--- config.mk ---
export PLATFORM = sky130hd
export DESIGN_NAME = apb_slave_responder
export DESIGN_NICKNAME = d
export VERILOG_FILES = /design/src/rtl/apb_slave_responder.sv
export SDC_FILE = /design/constraint.sdc
export NUM_CORES = 1
export LEC_CHECK = 0
export BUFFER_PORTS_ARGS = -buffer_cell sky130_fd_sc_hd__buf_2
export CORE_ASPECT_RATIO = 1.5
export CORE_MARGIN = 2
export CORE_UTILIZATION = 66
export DETAILED_ROUTE_END_ITERATION = 16
export PLACE_DENSITY = 0.91
export SLEW_MARGIN = 15
export SYNTH_ARGS = -nofsm -noshare
export SYNTH_HDL_FRONTEND = slang
export SYNTH_SLANG_ARGS = --single-unit
--- constraint.sdc ---
create_clock -name hclk -period 4.8 [get_ports hclk]
set_input_delay 0.72 -clock hclk [delete_from_list [all_inputs] [get_ports hclk]]
set_output_delay 0.72 -clock hclk [all_outputs]
set_load 0.05 [all_outputs]
--- src/rtl/apb_slave_responder.sv ---
// APB completer backed by a word-addressed register store, with a fixed number
// of wait states and an error response for out-of-range or misaligned accesses.
module apb_slave_responder #(
  parameter int unsigned SLAVE_ID    = 0,
  parameter logic [31:0] BASE_ADDR   = 32'h8000_0000,
  parameter int unsigned DEPTH       = 16,
  parameter int unsigned WAIT_STATES = 0
) (
  input  logic        hclk,
  input  logic        hreset,
  input  logic [2:0]  pselx,
  input  logic        penable,
  input  logic        pwrite,
  input  logic [31:0] paddr,
  input  logic [31:0] pwdata,
  output logic [31:0] prdata,
  output logic        pready,
  output logic        pslverr,
  output logic [15:0] xfer_count
);
  localparam int unsigned IDX_W = (DEPTH > 1) ? $clog2(DEPTH) : 1;

  typedef enum logic {IDLE, ACCESS} state_e;

  state_e           state_q;
  logic [IDX_W-1:0] idx_q;
  logic             write_q;
  logic [31:0]      wdata_q;
  logic             bad_q;
  logic [3:0]       wait_q;
  logic [31:0]      prdata_q;
  logic             pready_q;
  logic             pslverr_q;
  logic [15:0]      count_q;
  logic [31:0]      mem_q [DEPTH];

  logic             sel;
  logic             setup;
  logic             respond;
  logic             bad_d;
  logic [31:0]      off;
  logic [IDX_W-1:0] idx_d;
  logic             rsp_bad;
  logic             rsp_write;
  logic [IDX_W-1:0] rsp_idx;
  logic             unused_sel;

  assign sel        = pselx[SLAVE_ID];
  assign unused_sel = ^pselx;

  assign off   = paddr - BASE_ADDR;
  assign idx_d = off[IDX_W+1:2];
  assign bad_d = (paddr < BASE_ADDR) || ((off >> 2) >= 32'(DEPTH)) || (paddr[1:0] != 2'b00);

  // A setup phase restarts the transfer from any state, so the response fields
  // come from the live bus then and from the latched copy during wait states.
  assign setup     = sel && !penable;
  assign rsp_bad   = setup ? bad_d  : bad_q;
  assign rsp_write = setup ? pwrite : write_q;
  assign rsp_idx   = setup ? idx_d  : idx_q;
  assign respond   = setup ? (WAIT_STATES == 0)
                           : (state_q == ACCESS && sel && penable && !pready_q && wait_q == 4'd1);

  always_ff @(posedge hclk) begin
    if (hreset) begin
      state_q   <= IDLE;
      idx_q     <= '0;
      write_q   <= 1'b0;
      wdata_q   <= '0;
      bad_q     <= 1'b0;
      wait_q    <= '0;
      prdata_q  <= '0;
      pready_q  <= 1'b0;
      pslverr_q <= 1'b0;
      count_q   <= '0;
      for (int unsigned i = 0; i < DEPTH; i++) begin
        mem_q[i[IDX_W-1:0]] <= '0;
      end
    end else begin
      if (setup) begin
        state_q   <= ACCESS;
        idx_q     <= idx_d;
        write_q   <= pwrite;
        wdata_q   <= pwdata;
        bad_q     <= bad_d;
        wait_q    <= 4'(WAIT_STATES);
        pready_q  <= 1'b0;
        pslverr_q <= 1'b0;
      end else if (state_q == ACCESS) begin
        if (!sel || !penable) begin
          state_q   <= IDLE;
          pready_q  <= 1'b0;
          pslverr_q <= 1'b0;
        end else if (pready_q) begin
          if (write_q && !bad_q) begin
            mem_q[idx_q] <= wdata_q;
          end
          if (!bad_q) begin
            count_q <= count_q + 16'd1;
          end
          state_q   <= IDLE;
          pready_q  <= 1'b0;
          pslverr_q <= 1'b0;
        end else if (wait_q != 4'd0) begin
          wait_q <= wait_q - 4'd1;
        end
      end
      // Later assignments win, so this overrides the clears above when the
      // response is due in the same cycle.
      if (respond) begin
        pready_q  <= 1'b1;
        pslverr_q <= rsp_bad;
        if (!rsp_write) begin
          prdata_q <= rsp_bad ? '0 : mem_q[rsp_idx];
        end
      end
    end
  end

  assign prdata     = prdata_q;
  assign pready     = pready_q;
  assign pslverr    = pslverr_q;
  assign xfer_count = count_q;

endmodule
# After elaboration in Yosys (flattened, before gate mapping)
# Memory sizes are Yosys's and may differ from the RTL's.
# Index checks and enable logic that the tools add are counted.
[word_totals]
regBits = 93
ramBits = 512
input_bits = 71
output_inout_bits = 50
wordCells = 74
mem_count = 1
[op_classes]
add_sub_neg = 3
order_cmp = 2
n_eq_ne = 1
mux = 29
n_bitwise = 5
reduce_logical = 23
[memory_table]
columns = ["memory", "depth", "word_bits", "read_ports", "rd_clocked_by_memory_dff", "wr", "line_no", "rtl"]
rows = [
  ["mem_q", 16, 32, 1, 0, 16, "35", "logic [31:0] mem_q [DEPTH];"],
]
[op_table]
columns = ["operator", "n"]
rows = [
  ["$mux W32", 2],
  ["$lt A32 B32 Y1 const B", 1],
  ["$reduce_or A32 Y1", 1],
  ["$sub A32 B32 Y32 const B", 1],
  ["$ge A30 B5 Y1 const B", 1],
  ["$mux W1", 25],
  ["$add A16 B1 Y16 const B", 1],
  ["$mux W4", 2],
  ["$reduce_bool A4 Y1", 2],
  ["$logic_and A1 B1 Y1", 6],
  ["$not A1 Y1", 5],
  ["$reduce_and A5 Y1", 1],
  ["$eq A4 B1 Y1 const B", 1],
  ["$logic_not A1 Y1", 4],
  ["$reduce_and A2 Y1", 2],
  ["$reduce_and A4 Y1", 1],
  ["$sub A4 B1 Y4 const B", 1],
  ["$logic_or A1 B1 Y1", 3],
  ["$reduce_bool A3 Y1", 1],
  ["$reduce_bool A2 Y1", 1],
  ["$reduce_or A2 Y1", 1],
]

# Logic depth before layout (Yosys ltp)
[depth]
depth_word = 11
mapped_depth = 9
mapped_depth_nobuf = 7

# Least setup slack after synthesis
# OpenSTA, ideal clock, no wires.
[synth_timing]
path_type = "reg-to-reg"
from = "reg pready_q (netlist: pready)"
to = "mem mem_q[12][0] (enable)"
setup_time_ns = 0.375
arrival_ns = 2.392
t_required_ns = 4.425
slack_ns = 2.033
path_stages_with_launch = 7
path_buffers = 0
period_less_slack_ns = 2.767
path_cell_list = "dfxtp_1 > or2b_1 > nor2_2 > nand4_1 > or2_2 > nor3_1 > or2_2"
[synth_lines]
columns = ["element", "line_no", "rtl"]
rows = [
  ["from (decl)", "32", "logic pready_q;"],
  ["from (signal assigned)", "73", "pready_q <= 1'b0;"],
  ["from (signal assigned)", "87", "pready_q <= 1'b0;"],
  ["from (signal assigned)", "92", "pready_q <= 1'b0;"],
  ["to (decl)", "35", ""],
]

# Final worst setup path
[layout_timing]
from = "in penable"
to = "reg prdata_q[15] (netlist: prdata[15])"
[layout_between]
elab_chain_len = 5
elab_cells_between_ends = 13
classes_between = "mux: 5; bitwise: 1; reduce/logical: 6; memory: 1"
[layout_rtl]
columns = ["element", "line_no", "rtl"]
rows = [
  ["from (decl)", "12", "input logic penable,"],
  ["$logic_not A1 Y1 / $logic_and A1 B1 Y1 (equally long branches)", "57, 62", ""],
  ["$logic_and A1 B1 Y1, on equally long branches", "57, 62", ""],
  ["$mux W4 (tied with other cells)", "--", ""],
  ["$mem_v2 Z16 W32 (tied with other cells)", "--", ""],
  ["$mux W32 / $reduce_and A2 Y1 (equally long branches)", "--", ""],
  ["to (signal assigned)", "114", "prdata_q <= rsp_bad ? '0 : mem_q[rsp_idx];"],
  ["to (decl)", "31", "logic [31:0] prdata_q;"],
]
# Several ways; a longest one is shown, not always the timed one.
# A chain may end at the register's enable or synchronous reset.

==> results.py <==
metrics = {
    "sta": {
        "setup_viol": 0,
        "worst_slack_ns": 1.267,
        "whs_ns": 0.3596,
        "slew-limit-headroom": 0.1960,
        "fmax_ghz": 0.2830,
        "hold_violations": 0,
        "fin_setup_tns_ns": 0,
        "finClkSkew_ns": 0.02240,
        "slew_viol_final": 0,
        "fin_crit_sh": 0.7361,
        "post-route-min-period_ns": 3.533,
        "rsz0062_at_grt": "false",
        "tightest_slew_ns": 1.206,
    },
    "grt": {
        "grt_max_degree": 113,
        "first_global_vias": 19180,
        "grt_antenna_before_repair": 0,
        "globalRouteOverflowTotal": 0,
        "grt_pass1_wl_microns": 107500,
        "grtUsageTotal": 0.3408,
    },
    "worst_setup_path": {
        "cp_data_required_time_ns": 5.24,
        "setup.worst_path.end": "prdata[15]",
        "timing_worst_setup_path_type": "primary input to flop",
        "r2r_start": "pready",
        "r2r_end": "mem_q[4][19]",
        "cp-startpoint": "penable",
        "worst-path-max-fanout": 112,
        "worstPathArrival_ns": 3.98,
        "startpoint_type": "primary input",
        "end_kind": "flop",
        "r2r_slack_ns": 1.52,
        "r2r_cells": 7,
    },
    "synthesis": {
        "ys_types": 40,
        "synth_nets": 2353,
        "syn_area_sq_mm": 0.02663,
        "synth_cells": 2279,
        "syn_area_per_cell_sq_um": 11.69,
        "ys_seq_area_frac": 0.6472,
        "ys_warn_count": 0,
        "ys_seq_elements": 605,
    },
    "finish": {
        "finalNonFillerCells": 2864,
        "multi_input_area_sq_mm": 0.008790,
        "drive_gt1_frac": 0.1238,
        "design_area_sq_mm": 0.02946,
        "fill_cells": 2260,
        "register_area_sq_mm": 0.01724,
        "final_util": 0.7371,
        "antennaDiodeCount": 0,
        "area_delta_synth_final_pct": 10.64,
        "nNetsFinal": 2389,
    },
    "drt": {
        "routed_wl_microns": 72220,
        "route.vias.total": 18880,
        "dr.pass1.iters": 6,
        "remaining_drc_errors": 0,
        "postRouteAntennaNets": 0,
        "post_drt_wl_per_cell_microns": 25.22,
        "drt-initial-drc-count": 2498,
        "viasPerCell": 6.591,
    },
    "clock_tree": {
        "htree_levels": 2,
        "clk_pin_slew_worst_paths_ns": 0.07,
        "cts_setup_buffers": 0,
        "cts_buffers": 52,
        "post_cts_resized": 0,
        "clk_path_buf_depth": 3,
        "cts_tree": "done",
        "ctsHoldBuffers": 0,
        "clock-root-buffer": "clkbuf_16",
        "clock_sinks": 605,
        "insertion_delay_ns": 0.59,
    },
    "die": {
        "num_io_pins": 121,
        "rows": 90,
        "initial_utilization": 0.6662,
        "coreArea_sq_mm": 0.03998,
        "die-area_sq_mm": 0.04201,
        "dieHeight_microns": 250.0,
        "die_x_microns": 168.0,
    },
    "place": {
        "port_buffers": 118,
        "dpl.hpwl_microns": 39050,
        "gp_congestion": 0.8358,
        "place_ws_ns": 0.6711,
        "place_area_sq_mm": 0.02768,
        "dp_cells": 2767,
    },
    "pwr": {
        "power_density_mw_per_mm2": 377.1,
        "leakagePower_nw": 10.82,
        "peakVddDrop_uv": 326.5,
        "power.total_mw": 11.11,
    },
    "hold_path": {
        "hold_class": "primary input to flop",
    },
    "job": {
        "maxCapViolCount": 0,
    },
    "outcome": {
        "status": "completed",
    },
}
power by group:
group,internal [mW],leakage [nW],total (mW),switching [mW]
combinational,0.214,3.89,0.746,0.532
clock,2.50,0.883,4.41,1.91
sequential,5.85,6.04,5.96,0.110
total,8.56,10.8,11.1,2.55
cells by family (layout without fill, tap and decap cells):
family	after synthesis	in the layout	share of synthesized area
simple gates	1060	1060	0.2098
flops	605	605	0.6472
compound gates	274	274	0.05797
buf+inv	189	268	0.02875
mux	131	131	0.04928
xor+xnor	17	17	0.005591
fa+ha+maj	3	3	0.001410
worst min path at each step:
stage	start	to	cells after the start
final	pwdata[6]	wdata_q[6]	3
after global routing	pwdata[5]	wdata_q[5]	3
after CTS	pwdata[0]	wdata_q[0]	3
after detailed placement	prdata[23]	prdata[23]	2
after global placement	prdata[23]	prdata[23]	2
after floorplan	flop	flop	2
per-layer routing:
metal  vias up  wire length [microns]  global-route usage
met3       371                   8097             0.05598
met5         -                      0                   0
met2      1459                  36430              0.5932
met4         0                   4588              0.2027
met1      9026                  23110              0.3970
li1       8021                      -                   -
cells in the final DEF (no fill, tap or decap), drive strengths merged, types with 24 or more instances in the layout:
cell	netlist	routed
buf	27	163
mux2i	130	130
o31ai	32	32
edfxtp	512	512
and2	512	512
nand2	377	377
clkbuf	154	64
o22ai	64	64
dfxtp	93	93
nor2	40	40
a21oi	169	169
nor4	70	70
clkinv	0	24
registers in the layout (all words and copies together) (netlist names), 4 cells and up, named ones only:
name and flops:
xfer_count 16, idx_q 4, wait_q 4, mem_q 512, prdata 32, wdata_q 32
Yosys cell counts (all sizes together):
library cell,count,area share
or4b,1,0.00052
mux2,1,0.00042
nor2,40,0.0058
nand4,5,0.0012
o22ai,64,0.015
mux2i,130,0.049
xnor2,6,0.0020
dfxtp,93,0.070
or4,1,0.00028
inv,8,0.0011
a2111oi,1,0.00033
buf,27,0.0059
or2b,2,0.00056
a31oi,4,0.00094
nor4,70,0.016
xor2,11,0.0036
o31ai,32,0.0090
nand4b,1,0.00033
nor4b,1,0.00033
nand2,377,0.053
clkbuf,154,0.022
and3,1,0.00024
nand2b,3,0.00070
or2,17,0.0040
and2b,1,0.00028
a21oi,169,0.032
nand3,8,0.0015
and2,512,0.12
edfxtp,512,0.58
o21ai,3,0.00056
or3,3,0.00070
and4b,1,0.00038
ha,3,0.0014
a32oi,1,0.00033
nor3,15,0.0028
nand3b,1,0.00028
cell type report:
cell class / count / share of cell area
clock buffer: 64 / 0.04849
inverter: 8 / 0.001019
clock inverter: 33 / 0.01206
multi-input combinational: 1485 / 0.2983
tap: 506 / 0.02149
timing repair buffer: 163 / 0.03363
sequential: 605 / 0.5850
worst max-delay path, stage by stage:
cell and delay [ns]:
buf_2 0.12, and2b_2 0.62, mux2_8 0.92, buf_4 0.48
mux2i_1 0.27, o22ai_1 0.11, nor4_1 0.48, o31ai_1 0.15
Power figures use the tool's default switching activity.
